### src/rtl/payload_sched_pkg.sv
// Shared types for the payload engine scheduler: FSM encoding and drain counter sizing.
package payload_sched_pkg;

  typedef enum logic [2:0] {
    StIdle,
    StClr,
    StStream,
    StDrain,
    StReport
  } sched_state_e;

  // Drain counter must be able to hold DRAIN_CYC itself.
  function automatic int unsigned drain_cnt_w(input int unsigned drain_cyc);
    return (drain_cyc < 1) ? 1 : $clog2(drain_cyc + 1);
  endfunction

endpackage

### src/rtl/payload_sched_stats.sv
// Packet statistics for the payload engine scheduler (built only with PAYLOAD_SCHED_STATS_EN).
// Counters advance on each result-record handshake and wrap at 2^32.
module payload_sched_stats (
  input  logic        clk,
  input  logic        rst_n,
  input  logic        hs_i,
  input  logic        any_i,
  input  logic        trunc_i,
  output logic [31:0] stat_pkts_o,
  output logic [31:0] stat_hits_o,
  output logic [31:0] stat_trunc_o
);

  logic [31:0] pkts_q, hits_q, trunc_q;

  // Count records, hit records and truncated records at handshake.
  always_ff @(posedge clk or negedge rst_n) begin
    if (!rst_n) begin
      pkts_q  <= '0;
      hits_q  <= '0;
      trunc_q <= '0;
    end else if (hs_i) begin
      pkts_q <= pkts_q + 32'd1;
      if (any_i)   hits_q  <= hits_q + 32'd1;
      if (trunc_i) trunc_q <= trunc_q + 32'd1;
    end
  end

  assign stat_pkts_o  = pkts_q;
  assign stat_hits_o  = hits_q;
  assign stat_trunc_o = trunc_q;

endmodule

### src/rtl/payload_engine_sched.sv
// Packet sequencer for the payload-matching engine bank: clears engines, feeds bytes on the
// shared bus, waits for the pipeline to drain and reports one record per packet.
// Optional statistics counters are added when PAYLOAD_SCHED_STATS_EN is defined.
module payload_engine_sched
  import payload_sched_pkg::*;
#(
  parameter int unsigned NUM_ENG   = 64,
  parameter int unsigned DRAIN_CYC = 3,
  parameter int unsigned LEN_W     = 16,
  parameter int unsigned MAX_LEN   = 1500
) (
  input  logic               clk,
  input  logic               rst_n,
  input  logic [7:0]         s_data,
  input  logic               s_valid,
  input  logic               s_last,
  output logic               s_ready,
  output logic [7:0]         eng_byte,
  output logic               eng_en,
  output logic               eng_sod,
  input  logic [NUM_ENG-1:0] eng_match,
  output logic               r_valid,
  input  logic               r_ready,
  output logic [NUM_ENG-1:0] r_match,
  output logic               r_any,
  output logic [LEN_W-1:0]   r_len,
  output logic               r_trunc
`ifdef PAYLOAD_SCHED_STATS_EN
  ,
  output logic [31:0]        stat_pkts,
  output logic [31:0]        stat_hits,
  output logic [31:0]        stat_trunc
`endif
);

  localparam int unsigned       CntW      = drain_cnt_w(DRAIN_CYC);
  localparam logic [CntW-1:0]   DrainLast = CntW'(DRAIN_CYC);
  localparam logic [LEN_W-1:0]  MaxLen    = LEN_W'(MAX_LEN);

  sched_state_e       state_q, state_d;
  logic [CntW-1:0]    cnt_q, cnt_d;
  logic [LEN_W-1:0]   len_q, len_d;
  logic               trunc_q, trunc_d;
  logic [7:0]         byte_q, byte_d;
  logic               en_q, en_d;
  logic               sod_q, sod_d;
  logic [NUM_ENG-1:0] r_match_q, r_match_d;
  logic               r_any_q, r_any_d;
  logic [LEN_W-1:0]   r_len_q, r_len_d;
  logic               r_trunc_q, r_trunc_d;
  logic               beat, hs;

  assign s_ready = (state_q == StStream);
  assign r_valid = (state_q == StReport);
  assign beat    = s_valid & s_ready;
  assign hs      = r_valid & r_ready;

  // Next-state and datapath updates for the packet sequence.
  always_comb begin
    state_d   = state_q;
    cnt_d     = cnt_q;
    len_d     = len_q;
    trunc_d   = trunc_q;
    byte_d    = byte_q;
    en_d      = 1'b0;
    r_match_d = r_match_q;
    r_any_d   = r_any_q;
    r_len_d   = r_len_q;
    r_trunc_d = r_trunc_q;
    unique case (state_q)
      StIdle: if (s_valid) state_d = StClr;
      StClr: begin
        len_d   = '0;
        trunc_d = 1'b0;
        state_d = StStream;
      end
      StStream: begin
        if (beat) begin
          byte_d = s_data;
          // Bytes past MAX_LEN are consumed but never reach the engines.
          if (len_q < MaxLen) en_d = 1'b1;
          else                trunc_d = 1'b1;
          if (len_q != '1) len_d = len_q + 1'b1;
          if (s_last) begin
            state_d = StDrain;
            cnt_d   = '0;
          end
        end
      end
      StDrain: begin
        if (cnt_q == DrainLast) begin
          state_d   = StReport;
          r_match_d = eng_match;
          r_any_d   = |eng_match;
          r_len_d   = len_q;
          r_trunc_d = trunc_q;
        end else begin
          cnt_d = cnt_q + 1'b1;
        end
      end
      StReport: if (hs) state_d = StIdle;
      default: state_d = StIdle;
    endcase
    // Registered clear is high exactly while in CLR, never alongside a fed byte.
    sod_d = (state_d == StClr);
  end

  // State and output registers; reset holds the engines cleared.
  always_ff @(posedge clk or negedge rst_n) begin
    if (!rst_n) begin
      state_q   <= StIdle;
      cnt_q     <= '0;
      len_q     <= '0;
      trunc_q   <= 1'b0;
      byte_q    <= '0;
      en_q      <= 1'b0;
      sod_q     <= 1'b1;
      r_match_q <= '0;
      r_any_q   <= 1'b0;
      r_len_q   <= '0;
      r_trunc_q <= 1'b0;
    end else begin
      state_q   <= state_d;
      cnt_q     <= cnt_d;
      len_q     <= len_d;
      trunc_q   <= trunc_d;
      byte_q    <= byte_d;
      en_q      <= en_d;
      sod_q     <= sod_d;
      r_match_q <= r_match_d;
      r_any_q   <= r_any_d;
      r_len_q   <= r_len_d;
      r_trunc_q <= r_trunc_d;
    end
  end

  assign eng_byte = byte_q;
  assign eng_en   = en_q;
  assign eng_sod  = sod_q;
  assign r_match  = r_match_q;
  assign r_any    = r_any_q;
  assign r_len    = r_len_q;
  assign r_trunc  = r_trunc_q;

`ifdef PAYLOAD_SCHED_STATS_EN
  payload_sched_stats u_stats (
    .clk          (clk),
    .rst_n        (rst_n),
    .hs_i         (hs),
    .any_i        (r_any_q),
    .trunc_i      (r_trunc_q),
    .stat_pkts_o  (stat_pkts),
    .stat_hits_o  (stat_hits),
    .stat_trunc_o (stat_trunc)
  );
`endif

endmodule

### config.mk
export PLATFORM = sky130hd
export DESIGN_NAME = payload_engine_sched
export DESIGN_NICKNAME = d
export VERILOG_FILES = /design/src/rtl/payload_sched_pkg.sv /design/src/rtl/payload_sched_stats.sv /design/src/rtl/payload_engine_sched.sv
export SDC_FILE = /design/constraint.sdc
export NUM_CORES = 1
export LEC_CHECK = 0
export CAP_MARGIN = 20
export CORE_ASPECT_RATIO = 0.5
export CORE_UTILIZATION = 41
export CTS_CLUSTER_SIZE = 28
export DETAILED_ROUTE_END_ITERATION = 12
export HOLD_SLACK_MARGIN = 0.15
export PLACE_DENSITY = 0.79
export SKIP_LAST_GASP = 1
export SYNTH_ARGS = -nofsm -noshare
export SYNTH_HDL_FRONTEND = slang
export SYNTH_SLANG_ARGS = --single-unit
### constraint.sdc
create_clock -name clk -period 1.9 [get_ports clk]
set_clock_uncertainty 0.15 [all_clocks]
set_input_delay 0.19 -clock clk [delete_from_list [all_inputs] [get_ports clk]]
set_output_delay 0.19 -clock clk [all_outputs]
set_load 0.02 [all_outputs]
==> reports/results.tsv <==
stage	metric	value	unit
run_status	status	finished, final reports clean	
synth	Post-Synth Simple-Gate Area	12.7	%
global_routing	vias in the first global route	3944	
routing	Pre-Repair DR Iteration Count	4	
clock_tree	clock latency reported for the late side of the worst-skew pair	0.40	ns
placed_design	placed cell area	6950	um^2
timing	Tmin final	1.86	ns
floorplanning	total die area	12200	um^2
finish	design area	7650	um^2
synth	Synth top area share	58.6	%
finish	antenna cells	0	
critical_path	R2R setup slack	0.04	ns
global_routing	GRT busiest layer	met2	
clock_tree	CTS buffer count	17	
routing	antenna-violating nets left	0	
pwr	worst IR drop on VDD	810	uV
pwr	power per cell area	1560	nW/um^2
clock_tree	clk sink count	114	
global_routing	largest net degree at the start of global routing	77	
placed_design	GP Congestion	0.844	
timing	Fmax	538	MHz
clock_tree	Bufs on Longest Clock Path	2	
synth	Synth async-reset ratio	100	%
global_routing	grt total ovfl	0	
synth	most frequent cells after synthesis	dfrtp_1 (113), mux2_2 (82), nand2_1 (34)	
finish	Nets	657	
global_routing	met2 usage	36.5	%
synth	xor/xnor share of the synthesized area	1.63	%
critical_path	worst r2r dst	len_q[9]	
floorplanning	die height	78.7	um
routing	routed len/inst	16.5	um
clock_tree	H-tree levels	4	
critical_path	CP Max Fanout	7	
critical_path	critical path, cell by cell	ha_2, nand3_2, or3_4, buf_6, o211ai_4, xor2_1, nor2_1	
synth	synthesis-stage register bit count	114	
timing	Final Hold Vio Count	0	
synth	most common cell in the synthesized netlist	dfrtp_1	
synth	dominant cells by area after synthesis	dfrtp_1 (59%), mux2_2 (19%), nand2_1 (2.6%)	
synth	post-synth top area cell	dfrtp_1	
critical_path	worst endpoint required time	2.03	ns
placed_design	post-DP HPWL	8780	um
finish	FILL cells	826	
clock_tree	CTS tree	done	
critical_path	worst reg2reg path depth	7	
placed_design	IO Port Bufs	170	
critical_path	crit path kind	reg -> reg	
timing	Worst Max-Slew Pin Slew	0.519	ns
finish	fraction of layout cells with a size suffix above 1	30.3	%
global_routing	met1 Use GR	25.9	%
timing	Relative slew margins	65.1	%
clock_tree	clock-pin slew on the worst setup and hold paths	0.05	ns
synth	syn_nets	449	
critical_path	Buf/Inv on CP	1	
global_routing	Overall Global Routing Usage	21.3	%
synth	post-synthesis mux area share	19.1	%
global_routing	initial antenna violation count	0	
routing	via/cell ratio	4.96	
synth	post-synthesis adder-cell area fraction	0.519	%
global_routing	first-pass GRT wire length	19900	um
critical_path	Slowest-stage cell, CP	dfrtp_1	
synth	Post-synth EDFFs	0	
synth	Compound-Gate Fraction of Synth Area	4.28	%
timing	Final setup violation count	0	
synth	Post-Syn Area	4820	um^2
synth	largest family of logic cells by synthesized area	multiplexers	
global_routing	met3 usage	6.11	%
floorplanning	Starting Density	43.0	%
synth	YS warnings	0	
critical_path	Crit. Startpoint	len_q[1]	
critical_path	RR Startpoint	len_q[1]	
critical_path	Crit path depth	7	
floorplanning	core box area	11200	um^2
floorplanning	# rows	27	
critical_path	max incr delay on CP	0.35	ns
timing	Final Cycle Share	97.8	%
finish	area of the multi-input gates	1930	um^2
critical_path	crit path capture	len_q[9]	
floorplanning	die width	155	um
synth	Post-Syn Area per Cell	13.0	um^2
synth	cells after synthesis	370	
synth	sequential-to-total area share from yosys stat	59.2	%
finish	Synth-to-Final Area Change	58.6	%
pwr	Tot Pwr	12000	uW
finish	Reg area	2860	um^2
critical_path	crit path DAT	1.99	ns
synth	synth unique cells	46	
critical_path	crit end category	register	
synth	Primary FF master, synth	dfrtp_1	
critical_path	Top Family by Delay on Critical Path	simple AND/OR/NAND/NOR gates	
min_path	hold crit path type	in -> async	
timing	RSZ-0062 raised after global routing	yes	
pwr	leak pwr	0.00330	uW
job	max_cap viols	0	
timing	fin. max-slew vios	0	
routing	DR iter-0 viols	142	
routing	drc violations	0	
routing	DR vias	3719	
routing	DRT Wirelength	12400	um
floorplanning	I/O pins	171	
clock_tree	root buf cell	clkbuf_16	
critical_path	crit start category	register	
cell usage in the layout (no fill, tap or decap), drive strengths merged, types with 2 or more instances in the layout:
cell type,count
clkdlybuf4s50,166
dfrtp,113
mux2,82
buf,39
nand2,34
clkbuf,21
nor4,19
nor2,14
o21ai,11
nand4,9
nand3,8
xnor2,7
nor3,7
clkinv,6
inv,5
a21oi,5
or3,4
bufinv,3
nand3b,3
o211ai,3
nor4b,2
and2,2
or2,2
xor2,2
a2111oi,2
o31ai,2
clkinvlp,2
ha,2
through the flow:
stage / hold WS, ns / util (%) / TNS (ns) / cells / worst slack [ns]
floorplan: -0.256 / - / 0 / 370 / 0.0328
global placement: 0.0420 / 62.0 / -0.233 / 715 / -0.0675
detailed placement: 0.0434 / 62.0 / -0.559 / 715 / -0.122
CTS: 0.158 / 67.5 / 0 / 748 / 0.00885
global route: 0.181 / 68.2 / -0.154 / 750 / -0.0465
finish: 0.162 / 68.2 / 0 / 750 / 0.0422
power by group:
group	total, uW	internal (uW)	switching [uW]
registers	3860	3350	505
clock network	3210	2120	1090
logic	4900	2580	2320
total	12000	8050	3910
state kept, by name, indices dropped and copies added (netlist names), 2 cells and up:
signal    cells
eng_byte      8
state_q       3
r_len        16
r_match      64
cnt_q         2
len_q        16
logic make-up after synthesis:
| group | count (synthesis) |
|---|---|
| flip-flops | 114 |
| AND/OR/NAND/NOR | 110 |
| multiplexers | 82 |
| XOR/XNOR | 9 |
| AO/OA/AOI/OAI | 29 |
| adder cells (fa/ha/maj) | 2 |
| buffers and inverters | 24 |
worst min-delay path by stage:
stage,endpoint,start,cells past startpoint,slack [ns]
after floorplan,cnt_q[0],rst_n,0,-0.26
after global placement,r_match[50],rst_n,2,0.04
after detailed placement,r_match[50],rst_n,2,0.04
after CTS,r_match[50],rst_n,3,0.16
after global routing,r_match[50],rst_n,3,0.18
final,r_match[48],rst_n,3,0.16
area by class of cell:
cell class / count / area share, %
flip-flops and latches: 114 / 37.4
repair buffers: 208 / 26.8
multi-input cells: 232 / 25.2
clock buffers: 21 / 6.02
well taps: 159 / 2.60
clock inverters: 11 / 1.77
inverters: 5 / 0.245
worst reg2reg max path: stages, from the launching register on:
cell      delay, ns
dfrtp_1        0.35
ha_2           0.19
nand3_2        0.08
or3_4          0.35
buf_6          0.14
o211ai_4       0.24
xor2_1         0.19
nor2_1         0.06
repair_timing:
| action | CTS | global route |
|---|---|---|
| pin swaps | 0 | 8 |
| gates resized for setup | 9 | 22 |
| setup buffers | 0 | 2 |
| endpoints found under the hold margin | 114 | 0 |
| endpoints found under the setup margin | 4 | 19 |
| hold buffers | 1 | 0 |
per-layer routing:
metal	routed length, um	up-vias
li1	-	1754
met1	5330	1870
met2	6290	80
met3	505	15
met4	229	0
met5	0	-
(Power assumes the default switching activity.)
